<file path="src/rtl/apb_mig_pkg.sv">
// apb_mig_pkg
// Shared types for the APB-to-MIG bridge family.
//   data_t     : MIG user-port data word (32 bits)
//   strb_t     : byte strobes for one data word (4 bits)
//   mig_addr_t : MIG user-port address (28 bits)
package apb_mig_pkg;

    typedef logic [31:0] data_t;
    typedef logic [3:0]  strb_t;
    typedef logic [27:0] mig_addr_t;

endpackage

</file>
<file path="src/rtl/mig_port_arbiter.sv">
// mig_port_arbiter
// Shares one MIG user command port between N_REQ requesters using a
// round-robin arbiter with at most one command in flight. Read commands
// record their requester index in an in-order ID FIFO so returned read
// data can be steered back to the requester that issued it.
//
// Ports
//   ui_clk_i, ui_reset_ni         : clock, async active-low reset
//   req_en_i / req_w_en_i         : per-requester command request / write flag
//   req_addr_i/strb_i/data_i      : per-requester command fields
//   req_ready_o                   : one-cycle command-accepted pulse
//   req_valid_o, req_data_o       : one-cycle read-data-valid pulse, shared data
//   mig_en_o, mig_w_en_o          : MIG command valid / write
//   mig_addr_o/strb_o/data_o      : MIG command fields
//   mig_ready_i, mig_w_ready_i    : MIG command ready / write-data ready
//   mig_valid_i, mig_data_i       : MIG read data return
//   err_o                         : sticky, read data seen with no read outstanding
module mig_port_arbiter
    import apb_mig_pkg::*;
#(
    parameter int N_REQ    = 2,
    parameter int RD_DEPTH = 4
) (
    input  logic                   ui_clk_i,
    input  logic                   ui_reset_ni,
    input  logic [N_REQ-1:0]       req_en_i,
    input  logic [N_REQ-1:0]       req_w_en_i,
    input  mig_addr_t [N_REQ-1:0]  req_addr_i,
    input  strb_t [N_REQ-1:0]      req_strb_i,
    input  data_t [N_REQ-1:0]      req_data_i,
    output logic [N_REQ-1:0]       req_ready_o,
    output logic [N_REQ-1:0]       req_valid_o,
    output data_t                  req_data_o,
    output logic                   mig_en_o,
    output logic                   mig_w_en_o,
    output mig_addr_t              mig_addr_o,
    output strb_t                  mig_strb_o,
    output data_t                  mig_data_o,
    input  logic                   mig_ready_i,
    input  logic                   mig_w_ready_i,
    input  logic                   mig_valid_i,
    input  data_t                  mig_data_i,
    output logic                   err_o
);

    localparam int IDX_W = (N_REQ > 1) ? $clog2(N_REQ) : 1;
    localparam int PTR_W = $clog2(RD_DEPTH);

    localparam logic [0:0] IDLE  = 1'b0;
    localparam logic [0:0] ISSUE = 1'b1;

    logic [0:0]       state;
    logic [IDX_W-1:0] rr_ptr;
    logic [IDX_W-1:0] gnt_idx;
    logic [IDX_W-1:0] pick_idx;
    logic             pick_valid;
    logic [N_REQ-1:0] elig;

    logic [IDX_W-1:0] id_mem [RD_DEPTH];
    logic [PTR_W-1:0] wr_ptr;
    logic [PTR_W-1:0] rd_ptr;
    logic [PTR_W:0]   rd_count;
    logic             rd_full;
    logic             rd_empty;

    logic accept;
    logic push;
    logic pop;

    function automatic logic [N_REQ-1:0] idx_onehot(input logic [IDX_W-1:0] idx);
        return N_REQ'(1) << idx;
    endfunction

    assign rd_full  = (rd_count == (PTR_W+1)'(RD_DEPTH));
    assign rd_empty = (rd_count == '0);

    // Writes never consume a FIFO slot, so only reads are gated by fullness.
    assign elig = req_en_i & (req_w_en_i | {N_REQ{~rd_full}});

    // First eligible index at or after rr_ptr; scanning downward lets the
    // smallest offset win.
    always_comb begin
        logic [IDX_W-1:0] cand;
        cand       = '0;
        pick_valid = 1'b0;
        pick_idx   = '0;
        for (int k = N_REQ - 1; k >= 0; k--) begin
            cand = IDX_W'((int'(rr_ptr) + k) % N_REQ);
            if (elig[cand]) begin
                pick_valid = 1'b1;
                pick_idx   = cand;
            end
        end
    end

    assign accept      = mig_en_o & mig_ready_i & (~mig_w_en_o | mig_w_ready_i);
    assign push        = accept & ~mig_w_en_o;
    assign pop         = mig_valid_i & ~rd_empty;
    assign req_ready_o = accept ? idx_onehot(gnt_idx) : '0;

    // Command stage: latch winner in IDLE, hold it on the MIG port until accepted.
    always_ff @(posedge ui_clk_i or negedge ui_reset_ni) begin
        if (!ui_reset_ni) begin
            state      <= IDLE;
            rr_ptr     <= '0;
            gnt_idx    <= '0;
            mig_en_o   <= 1'b0;
            mig_w_en_o <= 1'b0;
            mig_addr_o <= '0;
            mig_strb_o <= '0;
            mig_data_o <= '0;
        end else begin
            case (state)
                IDLE: begin
                    if (pick_valid) begin
                        state      <= ISSUE;
                        gnt_idx    <= pick_idx;
                        mig_en_o   <= 1'b1;
                        mig_w_en_o <= req_w_en_i[pick_idx];
                        mig_addr_o <= req_addr_i[pick_idx];
                        mig_strb_o <= req_strb_i[pick_idx];
                        mig_data_o <= req_data_i[pick_idx];
                    end
                end
                ISSUE: begin
                    if (accept) begin
                        state    <= IDLE;
                        mig_en_o <= 1'b0;
                        rr_ptr   <= (gnt_idx == IDX_W'(N_REQ - 1)) ? '0 : gnt_idx + 1'b1;
                    end
                end
                default: state <= IDLE;
            endcase
        end
    end

    // ID FIFO storage carries no reset; occupancy is tracked by the pointers.
    always_ff @(posedge ui_clk_i) begin
        if (push) begin
            id_mem[wr_ptr] <= gnt_idx;
        end
    end

    always_ff @(posedge ui_clk_i or negedge ui_reset_ni) begin
        if (!ui_reset_ni) begin
            wr_ptr   <= '0;
            rd_ptr   <= '0;
            rd_count <= '0;
        end else begin
            if (push) wr_ptr <= wr_ptr + 1'b1;
            if (pop)  rd_ptr <= rd_ptr + 1'b1;
            case ({push, pop})
                2'b10:   rd_count <= rd_count + 1'b1;
                2'b01:   rd_count <= rd_count - 1'b1;
                default: rd_count <= rd_count;
            endcase
        end
    end

    // Read-return stage: one cycle from mig_valid_i to the requester pulse.
    always_ff @(posedge ui_clk_i or negedge ui_reset_ni) begin
        if (!ui_reset_ni) begin
            req_valid_o <= '0;
            req_data_o  <= '0;
            err_o       <= 1'b0;
        end else begin
            req_valid_o <= pop ? idx_onehot(id_mem[rd_ptr]) : '0;
            if (pop) req_data_o <= mig_data_i;
            if (mig_valid_i && rd_empty) err_o <= 1'b1;
        end
    end

endmodule

</file>
<file path="config.mk">
export PLATFORM = sky130hd
export DESIGN_NAME = mig_port_arbiter
export DESIGN_NICKNAME = d
export VERILOG_FILES = /design/src/rtl/apb_mig_pkg.sv /design/src/rtl/mig_port_arbiter.sv
export SDC_FILE = /design/constraint.sdc
export NUM_CORES = 1
export LEC_CHECK = 0
export BUFFER_PORTS_ARGS = -buffer_cell sky130_fd_sc_hd__buf_2
export CELL_PAD_IN_SITES_DETAIL_PLACEMENT = 1
export CELL_PAD_IN_SITES_GLOBAL_PLACEMENT = 2
export CORE_ASPECT_RATIO = 0.5
export CORE_MARGIN = 4
export CORE_UTILIZATION = 28
export CTS_CLUSTER_SIZE = 24
export DETAILED_ROUTE_END_ITERATION = 8
export PLACE_DENSITY_LB_ADDON = 0.1
export SLEW_MARGIN = 5
export SYNTH_ARGS = -nofsm -noshare
export SYNTH_HDL_FRONTEND = slang
export SYNTH_SLANG_ARGS = --single-unit
</file>
<file path="constraint.sdc">
create_clock -name ui_clk_i -period 3.78 [get_ports ui_clk_i]
set_input_delay 0.189 -clock ui_clk_i [delete_from_list [all_inputs] [get_ports ui_clk_i]]
set_output_delay 0.189 -clock ui_clk_i [all_outputs]
set_load 0.1 [all_outputs]
</file>
==> impl_metrics.py, run 1 <==
metrics = {
    "yosys": {
        "syn_nets": 669,
        "synth-seq-area-share": 0.564,
        "synth_top_cell_by_area": "dfrtp_1",
        "yosysMostFrequentCell": "dfrtp_1",
        "synth.area.top_cells": "dfrtp_1 54%, mux2i_1 13%, nand2_1 7.3%, a21oi_1 6.4%, nor2_1 5.0%",
        "postSynthCellCount": 494,
        "syn_area_per_cell_um2": 10.4,
        "ys_ff_latch": 115,
        "synth.distinct_cells": 36,
        "synthTopCellsByCount": "111 x dfrtp_1, 100 x nand2_1, 68 x nor2_1, 66 x a21oi_1, 65 x mux2i_1",
        "synth-main-ff-cell": "dfrtp_1",
        "synth_top_area_frac": 0.541,
        "synth_edf_count": 4,
        "postSynth.asyncResetShare": 0.965,
        "yosys_warnings": 0,
        "synthesis.area_um2": 5130,
    },
    "timing": {
        "setup_viol": 0,
        "finalCriticalPeriod_ns": 2.46,
        "fmax_mhz": 406,
        "rsz0062_at_grt": "no",
        "slew_viol_final": 0,
        "finClkSkew_ns": 0.0103,
        "finalSetupTns_ns": 0,
        "hold_violations": 0,
        "max_slew_margin": 0.377,
        "tightest_slew_ns": 0.934,
        "finalCritPeriodShare": 0.652,
    },
    "setup_path": {
        "worstPathArrival_ns": 2.73,
        "worstSetupPathType": "flop to flop",
        "critPathLaunchType": "flop",
        "slowest_delay_ns": 0.64,
        "reg2regPathDepth": 5,
        "rrSetupSlack_ns": 1.32,
        "end_kind": "flop",
        "crit_slowest_cell": "a32o_4",
        "reg2reg_from": "rd_count[1]",
        "worstPathRequired_ns": 4.04,
        "worst-path-max-fanout": 92,
        "cp_cell_sequence": "or4b_4 -> a32o_4 -> buf_4 -> nor2_1 -> a21oi_1",
        "r2r-end": "mig_addr_o[4]",
    },
    "global_routing": {
        "grt_max_degree": 93,
        "track_usage": 0.162,
        "grt.overflow.total": 0,
        "antenna_found_initial": 2,
        "grt_pass1_wl_um": 26100,
        "grt_pass1_vias": 4910,
    },
    "die": {
        "start_util": 0.290,
        "dieWidth_um": 200,
        "core_area_um2": 17700,
        "rows": 34,
        "io_pins": 272,
        "die_h_um": 104,
        "die_area_um2": 20700,
    },
    "detailed_routing": {
        "dr.pass1.iters": 4,
        "drcViolationCount": 0,
        "wire_per_inst_um": 16.2,
        "vias_per_cell": 4.34,
        "via_count": 4534,
        "drtAntennaViolNets": 0,
        "routed_wl_um": 16900,
        "drtIter0Drc": 119,
    },
    "placed_design": {
        "gp_congestion": 0.722,
        "dp_hpwl_um": 12200,
        "portBuffers": 271,
    },
    "min_path": {
        "min-delay-start": "req_addr_i[46]",
        "hp-class": "input pin to flop",
        "holdPathStages": 3,
        "hold-path-endpoint": "mig_addr_o[18]",
    },
    "clock_network": {
        "numCtsBuffers": 17,
        "h-tree-depth": 4,
        "clk_pin_slew_ns": 0.06,
        "cts.sinks": 115,
        "insertion_delay_ns": 0.41,
        "clockBufferDepth": 2,
        "cts_tree": "built",
        "clockRootBuffer": "clkbuf_16",
    },
    "run": {
        "cap_violations": 0,
    },
    "final_layout": {
        "syn_to_final_growth_pct": 49.1,
        "drive_gt1_frac": 0.389,
        "fin_nets": 971,
    },
    "outcome": {
        "status": "complete, no violations",
    },
}
[worst max-delay path, delay by kind of cell (launching register included)]
kind / cells / cell delay [ns]
AND/OR/NAND/NOR: 2 / 0.75
AO/OA/AOI/OAI: 2 / 0.70
flip-flops: 1 / 0.43
buffers and inverters: 1 / 0.40
[registers in the layout (all words and copies together) (netlist names), 3 cells and up]
name / count
mig_addr_o: 28
req_data_o: 32
mig_data_o: 32
mig_strb_o: 4
id_mem: 4
rd_count: 3
[metal layers]
layer	vias up	share of wire	GRT usage
met1	2149	0.40	0.185
met2	121	0.50	0.273
met5	-	0.0019	0
li1	2242	-	-
met4	4	0.011	0.0470
met3	18	0.090	0.0730
[per-stage QoR]
stage               cell area [um2]  hold slack (ns)  std cells  utilization  setup slack (ns)
floorplan                      5130           -0.107        494            -              1.44
CTS                            7650           0.0665       1043        0.432              1.32
detailed placement             6640            0.381        977        0.375              1.33
global placement               6640            0.380        977        0.375              1.41
finish                         7650           0.0870       1045        0.433              1.32
global route                   7650           0.0815       1043        0.432              1.15
[cell families (layout without fill, tap and decap cells)]
| logic type | count (synthesis) | after routing | synth area share |
|---|---|---|---|
| AO/OA/AOI/OAI | 76 | 76 | 0.0797 |
| multiplexers | 67 | 67 | 0.133 |
| flip-flops | 115 | 115 | 0.564 |
| buffers and inverters | 39 | 354 | 0.0502 |
| XOR/XNOR | 6 | 6 | 0.0102 |
| other | 0 | 2 | 0 |
| AND/OR/NAND/NOR | 185 | 185 | 0.146 |
| adder cells (fa/ha/maj) | 6 | 6 | 0.0161 |
[placed cells by master (no fill, tap or decap), drive strengths merged, types with 7 or more instances in the layout]
cell,netlist,routed
nand2,100,100
and2,7,7
clkbuf,11,23
buf,18,278
mux2i,65,65
dfrtp,111,111
inv,9,9
a21oi,66,66
dlygate4sd3,0,34
nor2,68,68
[worst max-delay path by stage]
stage | depth (start not counted) | to | slack, ns | start
6_report | 5 | mig_addr_o[4] | 1.32 | rd_count[1]
3_5_place_dp | 5 | mig_addr_o[4] | 1.33 | rd_count[1]
3_3_place_gp | 5 | mig_addr_o[27] | 1.41 | rd_count[1]
4_1_cts | 5 | mig_addr_o[4] | 1.32 | rd_count[1]
5_1_grt | 5 | mig_addr_o[6] | 1.15 | rd_count[1]
2_1_floorplan | 8 | rd_count[2] | 1.44 | mig_w_en_o
[layout make-up]
type	count	area, um2
clock buffer	23	498
inverter	10	37.5
fill	2063	10000
tap	234	293
sequential	115	2900
antenna	2	5.00
timing repair buffer	312	1750
multi-input combinational	340	2000
clock inverter	9	173
[repair_timing]
item	4_1_cts	5_1_grt
buffers inserted	0	0
gates resized for setup	0	0
hold buffers	34	0
hold endpoints to repair	98	0
Power of run 1 is left out: the tool's default activity adds up to more than one toggle a clock period on the data nets, which glitch-free logic cannot reach.
==> run 2, diff against run 1 <==
CORE_UTILIZATION = 23   (was 28)
clock period = 2.2 ns   (was 3.78 ns; I/O delays follow)
==> impl_metrics.py, run 2 (synthesis gave the netlist of run 1 again) <==
metrics = {
    "outcome": {
        "status": "complete, no violations",
    },
    "detailed_routing": {
        "wire_per_inst_um": 15.5,
        "drcViolationCount": 0,
        "vias_per_cell": 4.14,
        "via_count": 5096,
        "drtAntennaViolNets": 0,
        "routed_wl_um": 19000,
        "drtIter0Drc": 147,
        "dr.pass1.iters": 4,
    },
    "timing": {
        "setup_viol": 0,
        "fmax_mhz": 511,
        "slew_viol_final": 0,
        "finalCriticalPeriod_ns": 1.96,
        "finalCritPeriodShare": 0.890,
        "max_slew_margin": 0.649,
        "finClkSkew_ns": 0.0101,
        "tightest_slew_ns": 0.531,
        "hold_violations": 0,
        "finalSetupTns_ns": 0,
        "rsz0062_at_grt": "no",
    },
    "die": {
        "die_area_um2": 24900,
        "start_util": 0.235,
        "rows": 38,
        "core_area_um2": 21800,
        "dieWidth_um": 219,
        "io_pins": 272,
        "die_h_um": 114,
    },
    "setup_path": {
        "endpoint": "mig_addr_o[11]",
        "startpoint": "rd_count[0]",
        "reg2reg_from": "rd_count[0]",
        "cp_cell_sequence": "or4b_4 -> a32o_4 -> buf_12 -> nor2_1 -> a21oi_1",
        "slowest_delay_ns": 0.59,
        "worstPathArrival_ns": 2.25,
        "critPathLaunchType": "flop",
        "worstSetupPathType": "flop to flop",
        "worst-path-max-fanout": 68,
        "worstPathRequired_ns": 2.49,
        "reg2regPathDepth": 5,
        "rrSetupSlack_ns": 0.24,
        "r2r-end": "mig_addr_o[11]",
        "crit_slowest_cell": "or4b_4",
        "end_kind": "flop",
    },
    "clock_network": {
        "post-cts-setup-buffers": 0,
        "cts_tree": "built",
        "clockBufferDepth": 2,
        "cts.sinks": 115,
        "clockRootBuffer": "clkbuf_16",
        "numCtsBuffers": 17,
        "cts.repair.resized": 0,
        "clk_pin_slew_ns": 0.05,
        "h-tree-depth": 4,
        "insertion_delay_ns": 0.42,
    },
    "final_layout": {
        "antenna_cells": 0,
        "syn_to_final_growth_pct": 73.5,
        "final_cell_mix": "270 x buf_2, 153 x dlygate4sd3_1, 109 x dfrtp_1",
        "final_common_cell": "buf_2",
        "fin_nets": 1093,
        "reg_top3": "mig_data_o x32, req_data_o x32, mig_addr_o x28",
        "drive_gt1_frac": 0.345,
        "final_cell_area_um2": 8910,
    },
    "global_routing": {
        "grt_pass1_wl_um": 30300,
        "track_usage": 0.157,
        "grt.overflow.total": 0,
        "grt_max_degree": 69,
        "grt_pass1_vias": 5734,
        "antenna_found_initial": 0,
    },
    "placed_design": {
        "dp_hpwl_um": 12200,
        "gp_congestion": 0.710,
        "portBuffers": 271,
        "placed_area_um2": 6820,
    },
    "run": {
        "cap_violations": 0,
    },
    "min_path": {
        "hp-class": "input pin to flop",
    },
}
-- run 2: changes by cell type in the layout (fill, tap and decap cells not counted), sizes merged --
cell	previous run	this run
inv	9	10
bufinv	5	1
dlygate4sd3	34	153
buf	278	281
clkbuf	23	19
diode	2	0
clkinv	4	5
clkinvlp	1	7
-- run 2: how the worst min path moves through the flow --
stage	start	cells after the start	to	slack, ns
CTS	req_addr_i[5]	3	mig_addr_o[5]	0.002
detailed placement	ui_reset_ni	1	mig_addr_o[15]	0.10
finish	req_data_i[26]	3	mig_data_o[26]	0.03
global placement	ui_reset_ni	1	mig_addr_o[15]	0.1
floorplan	ui_reset_ni	0	err_o	-0.19
global route	req_data_i[24]	3	mig_data_o[24]	0.02
-- run 2: stage by stage --
step / std cells / worst slack (ns) / utilization / hold WS (ns)
5_1_grt: 1231 / 0.140 / 0.408 / 0.0220
3_5_place_dp: 1046 / 0.231 / 0.313 / 0.100
2_1_floorplan: 494 / 0.103 / - / -0.186
6_report: 1231 / 0.242 / 0.408 / 0.0255
3_3_place_gp: 1046 / 0.264 / 0.313 / 0.0998
4_1_cts: 1231 / 0.223 / 0.408 / 0.00234
-- run 2: layout make-up --
type,count,area [um2]
sequential,115,2900
clock inverter,13,111
multi-input combinational,340,2000
fill,2522,12900
tap,300,375
inverter,10,38.8
clock buffer,19,443
timing repair buffer,434,3040
-- run 2: what timing repair did --
item | 4_1_cts | 5_1_grt
hold buffers | 153 | 0
endpoints found under the setup margin | 0 | 0
endpoints found under the hold margin | 123 | 0
-- run 2: routing by layer --
metal  up-vias  part of all wire  global-route usage
li1       2496                 -                   -
met4         0             0.035              0.0816
met3        47             0.045              0.0410
met2       138              0.52               0.279
met5         -                 0                   0
met1      2415              0.40               0.175
-- run 2: critical path: cells and delay by family, from the launching register on --
| family | cells | cell delay (ns) |
|---|---|---|
| compound gates | 2 | 0.42 |
| flops | 1 | 0.45 |
| simple gates | 2 | 0.73 |
| buf+inv | 1 | 0.20 |
Power of run 2 is left out for the same reason.
==> run 3, diff against run 2 <==
ABC_AREA = 1   (was unset)
==> impl_metrics.py, run 3 <==
metrics = {
    "yosys": {
        "synth.area.top_cells": "dfrtp_1 48%, nand2_1 20%, nand3b_1 8.4%, nand3_1 5.8%, inv_1 5.4%",
        "synth_edf_count": 4,
        "synth_top_cell_by_area": "dfrtp_1",
        "synthesis.area_um2": 5750,
        "synth-main-ff-cell": "dfrtp_1",
        "synth-seq-area-share": 0.504,
        "synthTopCellsByCount": "301 x nand2_1, 111 x dfrtp_1, 82 x inv_1, 67 x nand3_1, 64 x nand3b_1",
        "synth.distinct_cells": 29,
        "synth_top_area_frac": 0.483,
        "yosys_warnings": 0,
        "postSynth.asyncResetShare": 0.965,
        "syn_nets": 892,
        "yosysMostFrequentCell": "nand2_1",
        "postSynthCellCount": 717,
        "ys_ff_latch": 115,
        "syn_area_per_cell_um2": 8.02,
    },
    "die": {
        "start_util": 0.237,
        "dieWidth_um": 232,
        "die_h_um": 120,
        "io_pins": 272,
        "core_area_um2": 24300,
        "rows": 40,
        "die_area_um2": 27700,
    },
    "clock_network": {
        "clockBufferDepth": 2,
        "numCtsBuffers": 17,
        "clockRootBuffer": "clkbuf_16",
        "cts_tree": "built",
        "clk_pin_slew_ns": 0.06,
        "cts.sinks": 115,
        "insertion_delay_ns": 0.42,
        "h-tree-depth": 4,
    },
    "final_layout": {
        "fin_nets": 1285,
        "antenna_cells": 0,
        "syn_to_final_growth_pct": 65.9,
        "num-fill-cells": 2949,
        "drive_gt1_frac": 0.304,
        "final_common_cell": "nand2_1",
        "final_cell_mix": "300 x nand2_1, 270 x buf_2, 123 x dlygate4sd3_1",
        "reg_top3": "mig_data_o x32, req_data_o x32, mig_addr_o x28",
    },
    "placed_design": {
        "dp_hpwl_um": 14400,
        "gp_congestion": 0.733,
        "portBuffers": 271,
    },
    "detailed_routing": {
        "wire_per_inst_um": 15.8,
        "via_count": 6080,
        "drcViolationCount": 0,
        "dr.pass1.iters": 4,
        "drtIter0Drc": 212,
        "vias_per_cell": 4.17,
        "routed_wl_um": 23000,
        "drtAntennaViolNets": 0,
    },
    "setup_path": {
        "worst-path-max-fanout": 17,
        "worstPathArrival_ns": 2.35,
        "worstSetupPathType": "flop to flop",
        "critPathLaunchType": "flop",
        "end_kind": "flop",
        "worstPathRequired_ns": 2.51,
    },
    "timing": {
        "finalCriticalPeriod_ns": 2.04,
        "hold_violations": 0,
        "rsz0062_at_grt": "no",
        "max_slew_margin": 0.647,
        "setup_viol": 0,
        "finClkSkew_ns": 0.00907,
        "slew_viol_final": 0,
        "fin_hold_ws_ns": 0.0117,
        "finalCritPeriodShare": 0.927,
        "fmax_mhz": 490,
        "tightest_slew_ns": 0.530,
    },
    "global_routing": {
        "grt.overflow.total": 0,
        "track_usage": 0.161,
        "grt_pass1_vias": 6690,
        "grt_max_degree": 65,
        "grt_pass1_wl_um": 35400,
        "antenna_found_initial": 1,
    },
    "min_path": {
        "hp-class": "input pin to flop",
    },
    "outcome": {
        "status": "complete, no violations",
    },
    "run": {
        "cap_violations": 0,
    },
}
## run 3: changes by cell type after synthesis, sizes merged, moves of 6 or more
cell,previous run,this run
inv,9,83
a21oi,66,4
nand3b,0,64
clkbuf,11,2
nand3,1,70
nand2,100,305
mux2i,65,0
buf,18,39
and2,7,1
nor2,68,15
## run 3: repair_timing
item | CTS | global route
hold buffers | 123 | 0
endpoints found under the hold margin | 122 | 0
endpoints found under the setup margin | 0 | 33
setup buffers | 0 | 1
resized for setup | 0 | 10
## run 3: kinds of logic (layout without fill, tap and decap cells)
family          count (synthesis)  in the layout  share of synthesized area
xor+xnor                        4              4                    0.00610
compound gates                 11             11                     0.0115
flops                         115            115                      0.504
buf+inv                       125            530                      0.102
fa+ha+maj                       6              6                     0.0144
simple gates                  456            456                      0.361
## run 3: area by class of cell
cell class	instances	area (um2)	share of cell area
repair buffers	415	2960	0.310
flip-flops and latches	115	2900	0.305
multi-input cells	477	2300	0.242
clock buffers	17	425	0.0446
well taps	336	420	0.0441
inverters	84	318	0.0333
clock inverters	14	203	0.0213
## run 3: per-layer routing
layer  routed length (um)  GRT usage  vias to the layer above
met2                11500      0.288                      113
met5                   11          0                        -
li1                     -          -                     2989
met1                10100      0.192                     2940
met3                  935     0.0358                       36
met4                  510     0.0571                        2
## run 3: stage by stage
stage	cells	instance area, um2	utilization	setup slack, ns	setup TNS, ns
final	1458	9530	0.393	0.161	0
after global routing	1458	9530	0.393	0.00225	0
after CTS	1452	9350	0.385	0.0571	0
after detailed placement	1298	7490	0.309	0.105	0
after global placement	1298	7490	0.309	0.152	0
after floorplan	717	5750	-	-0.149	-0.411
## run 3: path summary, 6_finish.rpt
path | startpoint | end | slack [ns] | cells past startpoint
hold reg to reg | err_o | err_o | 0.46 | 1
setup / recovery | rd_count[0] | mig_data_o[2] | 0.16 | 10
max in group asynchronous | ui_reset_ni | mig_w_en_o | 1.38 | 3
setup reg to reg | rd_count[0] | mig_data_o[2] | 0.16 | 10
hold / removal | req_addr_i[3] | mig_addr_o[3] | 0.01 | 5
min in group asynchronous | ui_reset_ni | mig_data_o[17] | 0.21 | 2
## run 3: worst max-delay path, cell delays in order (launching register included)
cell and delay [ns]:
dfrtp_2 0.44, nor2_4 0.16, nand3_2 0.10, nand2_4 0.10, inv_4 0.08, nand2_8 0.12
buf_12 0.17, nand2_1 0.07, nand3_1 0.07, dlygate4sd3_1 0.56, nand2_1 0.05
Power of run 3 is left out for the same reason.
